--- config.mk ---
export PLATFORM = sky130hd
export DESIGN_NAME = dmem_access_unit
export DESIGN_NICKNAME = d
export VERILOG_FILES = /design/src/rtl/dmem_access_unit.sv
export SDC_FILE = /design/constraint.sdc
export NUM_CORES = 1
export LEC_CHECK = 0
export BUFFER_PORTS_ARGS = -buffer_cell sky130_fd_sc_hd__buf_4
export CORE_MARGIN = 4
export CORE_UTILIZATION = 45
export CTS_CLUSTER_DIAMETER = 150
export DETAILED_ROUTE_END_ITERATION = 10
export PLACE_DENSITY_LB_ADDON = 0.12
export REMOVE_ABC_BUFFERS = 1
export SYNTH_ARGS = -nofsm -noshare
export SYNTH_HDL_FRONTEND = slang
export SYNTH_SLANG_ARGS = --single-unit
export TNS_END_PERCENT = 20
--- constraint.sdc ---
create_clock -name clk -period 10.9 [get_ports clk]
set_input_delay 1.09 -clock clk [delete_from_list [all_inputs] [get_ports clk]]
set_output_delay 1.09 -clock clk [all_outputs]
set_load 0.05 [all_outputs]
--- src/rtl/dmem_access_unit.sv ---
// Load/store sequencer between the MEM stage and data_memory. Aligned accesses go
// straight through; misaligned half/word accesses become big-endian byte sequences.
module dmem_access_unit #(
  parameter int DATA_MEM_SIZE = 1024
) (
  input  logic        clk,
  input  logic        reset,
  input  logic        req_valid,
  output logic        req_ready,
  input  logic        req_write,
  input  logic [1:0]  req_width,
  input  logic        req_signed,
  input  logic [31:0] req_addr,
  input  logic [31:0] req_wdata,
  output logic        resp_valid,
  output logic        resp_err,
  output logic [31:0] resp_rdata,
  output logic        MemRead,
  output logic        MemWrite,
  output logic [1:0]  MemWidth,
  output logic        SignExtend,
  output logic [31:0] Address1,
  output logic [31:0] WriteAddress,
  output logic [31:0] WriteData,
  input  logic [31:0] ReadData1
);

  typedef enum logic [1:0] {
    IDLE   = 2'd0,
    ACCESS = 2'd1,
    SPLIT  = 2'd2,
    RESP   = 2'd3
  } state_t;

  localparam logic [32:0] MEM_LIMIT = 33'(DATA_MEM_SIZE);

  state_t      state, next_state;
  logic [1:0]  k, next_k;
  logic        lat_write, lat_signed;
  logic [1:0]  lat_width, lat_last;
  logic [31:0] lat_addr, lat_wdata;
  logic [23:0] acc;

  logic [1:0]  req_last;
  logic [32:0] req_end;
  logic        req_bad, req_aligned;

  logic        cur_write, cur_signed;
  logic [1:0]  cur_width, cur_last, byte_sel;
  logic [31:0] cur_addr, cur_wdata;

  logic        nxt_read, nxt_write, nxt_sext;
  logic [1:0]  nxt_width;
  logic [31:0] nxt_addr, nxt_wdata;
  logic [31:0] split_word, load_result, nxt_rdata;

  function automatic logic [7:0] byte_of(input logic [31:0] word, input logic [1:0] sel);
    logic [7:0] b;
    case (sel)
      2'd0:    b = word[7:0];
      2'd1:    b = word[15:8];
      2'd2:    b = word[23:16];
      2'd3:    b = word[31:24];
      default: b = 8'd0;
    endcase
    return b;
  endfunction

  // Classify the incoming request: index of its last byte, range and alignment.
  always_comb begin
    req_last    = 2'd0;
    req_aligned = 1'b0;
    case (req_width)
      2'b00: begin
        req_last    = 2'd0;
        req_aligned = 1'b1;
      end
      2'b01: begin
        req_last    = 2'd1;
        req_aligned = ~req_addr[0];
      end
      2'b10: begin
        req_last    = 2'd3;
        req_aligned = (req_addr[1:0] == 2'b00);
      end
      default: begin
        req_last    = 2'd3;
        req_aligned = 1'b0;
      end
    endcase
    req_end = {1'b0, req_addr} + {31'd0, req_last};
    req_bad = (req_width == 2'b11) || (req_end >= MEM_LIMIT);
  end

  // In IDLE the live request fields drive the next access, otherwise the latched ones.
  always_comb begin
    if (state == IDLE) begin
      cur_write  = req_write;
      cur_width  = req_width;
      cur_signed = req_signed;
      cur_addr   = req_addr;
      cur_wdata  = req_wdata;
      cur_last   = req_last;
    end else begin
      cur_write  = lat_write;
      cur_width  = lat_width;
      cur_signed = lat_signed;
      cur_addr   = lat_addr;
      cur_wdata  = lat_wdata;
      cur_last   = lat_last;
    end
  end

  always_comb begin
    next_state = state;
    next_k     = k;
    case (state)
      IDLE: begin
        if (req_valid) begin
          if (req_bad) begin
            next_state = RESP;
          end else if (req_aligned) begin
            next_state = ACCESS;
          end else begin
            next_state = SPLIT;
            next_k     = 2'd0;
          end
        end else begin
          next_state = IDLE;
        end
      end
      ACCESS: next_state = RESP;
      SPLIT: begin
        if (k == lat_last) begin
          next_state = RESP;
        end else begin
          next_k = k + 2'd1;
        end
      end
      RESP:    next_state = IDLE;
      default: next_state = IDLE;
    endcase
  end

  // Memory port values for the coming cycle; split stores send the MSB first.
  always_comb begin
    nxt_read  = 1'b0;
    nxt_write = 1'b0;
    nxt_width = 2'b00;
    nxt_sext  = 1'b0;
    nxt_addr  = 32'd0;
    nxt_wdata = 32'd0;
    byte_sel  = cur_last - next_k;
    case (next_state)
      ACCESS: begin
        nxt_read  = ~cur_write;
        nxt_write = cur_write;
        nxt_width = cur_width;
        nxt_sext  = cur_signed;
        nxt_addr  = cur_addr;
        if (cur_write) begin
          nxt_wdata = cur_wdata;
        end else begin
          nxt_wdata = 32'd0;
        end
      end
      SPLIT: begin
        nxt_read  = ~cur_write;
        nxt_write = cur_write;
        nxt_addr  = cur_addr + {30'd0, next_k};
        if (cur_write) begin
          nxt_wdata = {24'd0, byte_of(cur_wdata, byte_sel)};
        end else begin
          nxt_wdata = 32'd0;
        end
      end
      default: nxt_read = 1'b0;
    endcase
  end

  // Load data is taken straight from the memory on the edge that closes the access.
  always_comb begin
    split_word  = {acc, ReadData1[7:0]};
    load_result = 32'd0;
    if (state == ACCESS) begin
      load_result = ReadData1;
    end else if (state == SPLIT) begin
      if (lat_width == 2'b01) begin
        load_result = {{16{lat_signed & split_word[15]}}, split_word[15:0]};
      end else begin
        load_result = split_word;
      end
    end else begin
      load_result = 32'd0;
    end
    if ((state == IDLE) || lat_write) begin
      nxt_rdata = 32'd0;
    end else begin
      nxt_rdata = load_result;
    end
  end

  always_ff @(posedge clk) begin
    if (reset) begin
      state        <= IDLE;
      k            <= 2'd0;
      lat_write    <= 1'b0;
      lat_width    <= 2'b00;
      lat_signed   <= 1'b0;
      lat_addr     <= 32'd0;
      lat_wdata    <= 32'd0;
      lat_last     <= 2'd0;
      acc          <= 24'd0;
      req_ready    <= 1'b1;
      resp_valid   <= 1'b0;
      resp_err     <= 1'b0;
      resp_rdata   <= 32'd0;
      MemRead      <= 1'b0;
      MemWrite     <= 1'b0;
      MemWidth     <= 2'b00;
      SignExtend   <= 1'b0;
      Address1     <= 32'd0;
      WriteAddress <= 32'd0;
      WriteData    <= 32'd0;
    end else begin
      state <= next_state;
      k     <= next_k;
      if ((state == IDLE) && req_valid) begin
        lat_write  <= req_write;
        lat_width  <= req_width;
        lat_signed <= req_signed;
        lat_addr   <= req_addr;
        lat_wdata  <= req_wdata;
        lat_last   <= req_last;
        acc        <= 24'd0;
      end else if (state == SPLIT) begin
        acc <= split_word[23:0];
      end
      req_ready    <= (next_state == IDLE);
      resp_valid   <= (next_state == RESP);
      resp_err     <= (next_state == RESP) && (state == IDLE);
      if (next_state == RESP) begin
        resp_rdata <= nxt_rdata;
      end
      MemRead      <= nxt_read;
      MemWrite     <= nxt_write;
      MemWidth     <= nxt_width;
      SignExtend   <= nxt_sext;
      Address1     <= nxt_addr;
      WriteAddress <= nxt_addr;
      WriteData    <= nxt_wdata;
    end
  end

endmodule
Word level (Yosys, flattened, before mapping)
Index checks and enable logic that the tools add are counted.
{"block": "word_totals", "regBits": 202, "out_inout_bits": 136}
{"block": "classes", "add_sub_neg": 4, "magnitude_cmp": 1, "eq_ne": 14, "muxes": 27, "bitwise": 5, "n_reduce_logical": 13}
{"op": "$mux W32", "n": 7}
{"op": "$pmux W32 S2", "n": 2}
{"op": "$add A32 B2 Y33", "n": 1}
{"op": "$ge A33 B11 Y1 const B", "n": 1}
{"op": "$add A32 B2 Y32", "n": 1}
{"op": "$pmux W8 S4", "n": 1}
{"op": "$mux W2", "n": 10}
{"op": "$eq A2 B2 Y1 const B", "n": 8}
{"op": "$eq A2 B1 Y1 const B", "n": 5}
{"op": "$logic_not A2 Y1", "n": 5}
{"op": "$mux W8", "n": 1}
{"op": "$pmux W2 S2", "n": 2}
{"op": "$pmux W2 S4", "n": 1}
{"op": "$reduce_or A2 Y1", "n": 4}
{"op": "$not A1 Y1", "n": 4}
{"op": "$pmux W1 S3", "n": 1}
{"op": "$add A2 B1 Y2 const B", "n": 1}
{"op": "$eq A2 B2 Y1", "n": 1}
{"op": "$logic_and A1 B1 Y1", "n": 2}
{"op": "$logic_or A1 B1 Y1", "n": 2}
{"op": "$mux W1", "n": 2}
{"op": "$sub A2 B2 Y2", "n": 1}
{"op": "$and A1 B1 Y1", "n": 1}

Depth between registers and ports, before layout
{"block": "logic_depth", "depth_word": 13, "mapped_depth": 26, "ltp_nobuf": 25}

Worst setup path before layout
Ideal clock, no wire load.
{"block": "synth_timing", "kind": "input to register", "startpoint": "in req_width[1]", "endpoint": "reg WriteAddress[28]", "setup_time_ps": 133, "arrival_ps": 5693, "path_slack_ps": 5073, "path_stages": 26, "path_cell_list": "buf_6 nor2_1 inv_1 ha_1 ha_1 a21oi_1 nor2_1 and3_1 a31oi_1 nor4_4 and3_1 nand3_1 a21o_1 a22o_1 ha_1 inv_1 fa_1 nor4_1 nand2_1 nor2_1 nand3_1 nor3_1 nand2_1 xnor2_1 a21oi_1 o22ai_1"}
{"block": "synth_via", "elab_chain_cells": 10}
{"element": "start, declared", "line_no": "11", "rtl": "input logic [1:0] req_width,"}
{"element": "$eq A2 B1 Y1 / $logic_not A2 Y1 (equally long branches)", "line_no": "73", "rtl": "case (req_width)"}
{"element": "$pmux W2 S2 *", "line_no": "73"}
{"element": "via req_last[0]", "line_no": "44", "rtl": "logic [1:0] req_last;"}
{"element": "$add A32 B2 Y33 *", "line_no": "91", "rtl": "req_end = {1'b0, req_addr} + {31'd0, req_last};"}
{"element": "$ge A33 B11 Y1 *", "line_no": "92", "rtl": "req_bad = (req_width == 2'b11) || (req_end >= MEM_LIMIT);"}
{"element": "$logic_or A1 B1 Y1 *", "line_no": "92"}
{"element": "$mux W2 *", "line_no": "120", "rtl": "if (req_bad) begin"}
{"element": "$mux W2 *", "line_no": "119", "rtl": "if (req_valid) begin"}
{"element": "$pmux W2 S2 *", "line_no": "117", "rtl": "case (state)"}
{"element": "via next_k[0]", "line_no": "38", "rtl": "logic [1:0] k, next_k;"}
{"element": "$add A32 B2 Y32 *", "line_no": "170", "rtl": "nxt_addr = cur_addr + {30'd0, next_k};"}
{"element": "$pmux W32 S2 *", "line_no": "154", "rtl": "case (next_state)"}
{"element": "end signal, assigned", "line_no": "250", "rtl": "WriteAddress <= nxt_addr;"}
{"element": "end, declared", "line_no": "23", "rtl": "output logic [31:0] WriteAddress,"}
The timed path passes the listed nets; every way through them passes the cells marked *.
A chain may end at the register's enable or synchronous reset.

Worst setup path in the final report
{"block": "layout_timing", "startpoint": "in req_width[1]", "endpoint": "reg WriteAddress[31]"}
The elaborated chain is that of the path after synthesis.

==> qor.yml <==
floorplan:
  dieArea_um2: 24800
  die_h_um: 158
  die_w_um: 158
  start_util_pct: 46.0
  core_area_um2: 21900
  fp-row-count: 54
  ios: 239
pwr:
  power.share.clock_pct: 35.8
  combPwrFrac_pct: 27.3
  p_sw_uw: 736
  ir_worst_vdd_v: 0.000110
  p_int_mw: 1.46
  p_leak_nw: 5.11
  seq_power_share_pct: 37.0
  power.density_nw_per_um2: 176
  p_sw_share_pct: 33.6
setup_path:
  endpoint_kind: "register"
  worstPathRequired_ps: 11300
  arrival_ps: 6740
  crit_path_start_kind: "input pin"
  reg2reg_slack_ps: 5560
  critical_path_class: "in2reg"
  worstPathMaxFanout: 10
yosys:
  yosys-top-cells-area: "dfxtp_1 40%, nand2_1 8.3%, a21oi_1 7.9%, mux2i_1 6.1%, nor2_1 3.9%"
  synth.avg_cell_area_um2: 8.12
  ys_types: 66
  syn-instance-count: 1239
  ys.flop_type: "dfxtp_1"
  yosys.area.top_type_share_pct: 40.2
  seq_area_frac_synth_pct: 40.2
  synth_area_um2: 10100
  ys_seq_elements: 202
  synth_edf_count: 0
  synthArstFlopShare_pct: 0
  synth_top_area_cell: "dfxtp_1"
  yosys_warnings: 0
clock_tree:
  clock-sinks: 202
  numCtsBuffers: 23
  holdBufCountCts: 0
  ctsResizeCount: 0
  cts_root_buf: "clkbuf_16"
  clockBufferDepth: 3
  cts_tree: "done"
  clock_latency_ps: 520
  clk_pin_slew_worst_paths_ps: 60
  htree_num_levels: 1
  cts_setup_buffers: 0
global_route:
  grt_pass1_vias: 8696
  grt_usage_pct: 22.2
  grt_max_degree: 71
  grt_pass1_wl_um: 45000
  antenna_found_initial: 0
  overflow: 0
timing:
  setup_viol: 0
  max_freq_mhz: 158
  finalHoldViolCount: 0
  finClkSkew_ps: 9.32
  fin_crit_sh_pct: 58.2
  fin_crit_ps: 6340
  rsz0062_at_grt: "false"
  slew-limit-headroom_pct: 20.2
  slew_violations: 0
  tns_ps: 0
  worst_slew_pin_slew_ps: 1200
finish:
  multi_input_area_um2: 5370
  area_delta_synth_final_pct: 23.4
  insertedDiodeCount: 0
  regArea_um2: 4040
  drive_gt1_share_pct: 23.2
  n_fill_cell: 2073
  post-route-util_pct: 56.7
  fin_nets: 1504
worst_hold_path:
  hold_path_class: "reg2reg"
place:
  io_buffers: 238
  dpl.hpwl_um: 19300
  gp_congestion: 0.853
drt:
  via_count: 9176
  wl_per_cell_um: 17.0
  drt_iter0_drc: 350
  drc: 0
  ant_nets: 0
  wl_um: 28700
  avgViaCountPerCell: 5.45
  dr.pass1.iters: 8
flow_run:
  drv_cap: 0
run_status:
  status: "finished, final reports clean"
[final timing paths]
path,startpoint,end,cells after the start
max,req_width[1],WriteAddress[31]$_SDFF_PP0_,25
min reg2reg,lat_wdata[11]$_SDFFE_PP0P_,lat_wdata[11]$_SDFFE_PP0P_,2
max reg2reg,state[0]$_SDFF_PP0_,resp_rdata[4]$_SDFFE_PP0P_,12
min,lat_wdata[11]$_SDFFE_PP0P_,lat_wdata[11]$_SDFFE_PP0P_,2
[cells in the final DEF, fill, tap and decap left out, types with 6 or more instances in the layout]
master	count
inv_1	12
xnor2_1	27
o22ai_1	19
o21ai_0	28
a21oi_1	159
nor3_1	14
ha_1	10
clkbuf_8	8
nor4_1	8
nand3_1	23
a22oi_1	25
a221oi_1	8
mux2i_1	61
and2_1	12
nand3b_1	6
xor2_1	15
and3_1	15
clkbuf_16	23
a21o_1	9
nor2_1	104
mux2_2	21
nand2b_1	17
a211oi_1	6
buf_4	243
nand4_1	7
or3_1	6
a31oi_1	8
nand2_1	222
dfxtp_1	202
nor2b_1	15
[flip-flops by register name (all words and copies together) (netlist names), 2 cells and up]
signal and count:
acc 24, lat_wdata 32, lat_width 2, lat_addr 32, MemWidth 2, k 2, lat_last 2, state 2
WriteAddress 32, resp_rdata 32, WriteData 32
[Yosys cell counts, types with 7 or more instances]
cell type,instances
a21o_1,9
a21oi_1,159
a221oi_1,8
a22oi_1,25
a31oi_1,8
and2_1,13
and3_1,15
buf_1,8
buf_2,12
buf_4,34
clkbuf_1,62
dfxtp_1,202
ha_1,12
inv_1,12
mux2_2,21
mux2i_1,61
nand2_1,223
nand2b_1,17
nand3_1,23
nand4_1,7
nor2_1,104
nor2b_1,15
nor3_1,14
nor4_1,8
o21ai_0,28
o22ai_1,19
xnor2_1,27
xor2_1,15
[power groups by stage]
stage | logic (mW) | registers, mW | clock network, mW
3_5_place_dp | 0.598 | 0.826 | 0
6_report | 0.597 | 0.810 | 0.784
3_3_place_gp | 0.596 | 0.824 | 0
4_1_cts | 0.600 | 0.810 | 0.800
5_1_grt | 0.646 | 0.815 | 0.831
2_1_floorplan | 0.296 | 0.933 | 0
[routing by layer]
layer | up-vias | wire length [µm] | GRT usage (%)
li1 | 4546 | - | -
met3 | 43 | 1790 | 4.10
met2 | 270 | 14200 | 38.8
met5 | - | 0 | 0
met4 | 0 | 571 | 5.69
met1 | 4317 | 12100 | 28.4
[per-stage QoR]
| stage | power (mW) | cell area [µm²] | std cells | hold slack [ps] | setup WS (ps) |
|---|---|---|---|---|---|
| after CTS | 2.21 | 12400 | 1684 | 451 | 4620 |
| after global placement | 1.42 | 11600 | 1643 | 437 | 4300 |
| final | 2.19 | 12400 | 1684 | 449 | 4560 |
| after floorplan | 1.23 | 9450 | 1120 | 426 | 3390 |
| after detailed placement | 1.42 | 11600 | 1643 | 443 | 4150 |
| after global routing | 2.29 | 12400 | 1684 | 469 | 3930 |
[final cells by class]
type | count | area share, %
multi-input combinational | 904 | 43.2
sequential | 202 | 32.6
timing repair buffer | 243 | 14.7
clock buffer | 33 | 5.58
tap | 280 | 2.82
clock inverter | 8 | 0.695
inverter | 14 | 0.423
[cells by family (layout without fill, tap and decap cells)]
family          after synthesis  count (layout)  share of synthesized area (%)
xor+xnor                     42              42                           3.66
flops                       202             202                           40.2
compound gates              294             294                           17.3
mux                          85              85                           8.87
buf+inv                     133             298                           6.64
simple gates                469             469                           21.5
fa+ha+maj                    14              14                           1.80
[critical path, stage by stage]
cell and delay (ps):
buf_4 150, nor2_1 250, inv_1 80, ha_1 210
ha_1 200, a21oi_1 380, nor3_2 180, a211oi_1 260
a41oi_1 100, a221oi_2 360, and3_1 260, nand3_1 130
a31oi_1 350, inv_1 90, ha_1 290, a21oi_1 80
a211oi_1 620, nand2_1 220, nor2_1 280, nand3_1 240
nor3_1 420, nand3b_1 150, xor2_1 160, a21oi_1 140
nor2_1 50
(Power assumes the default switching activity.)
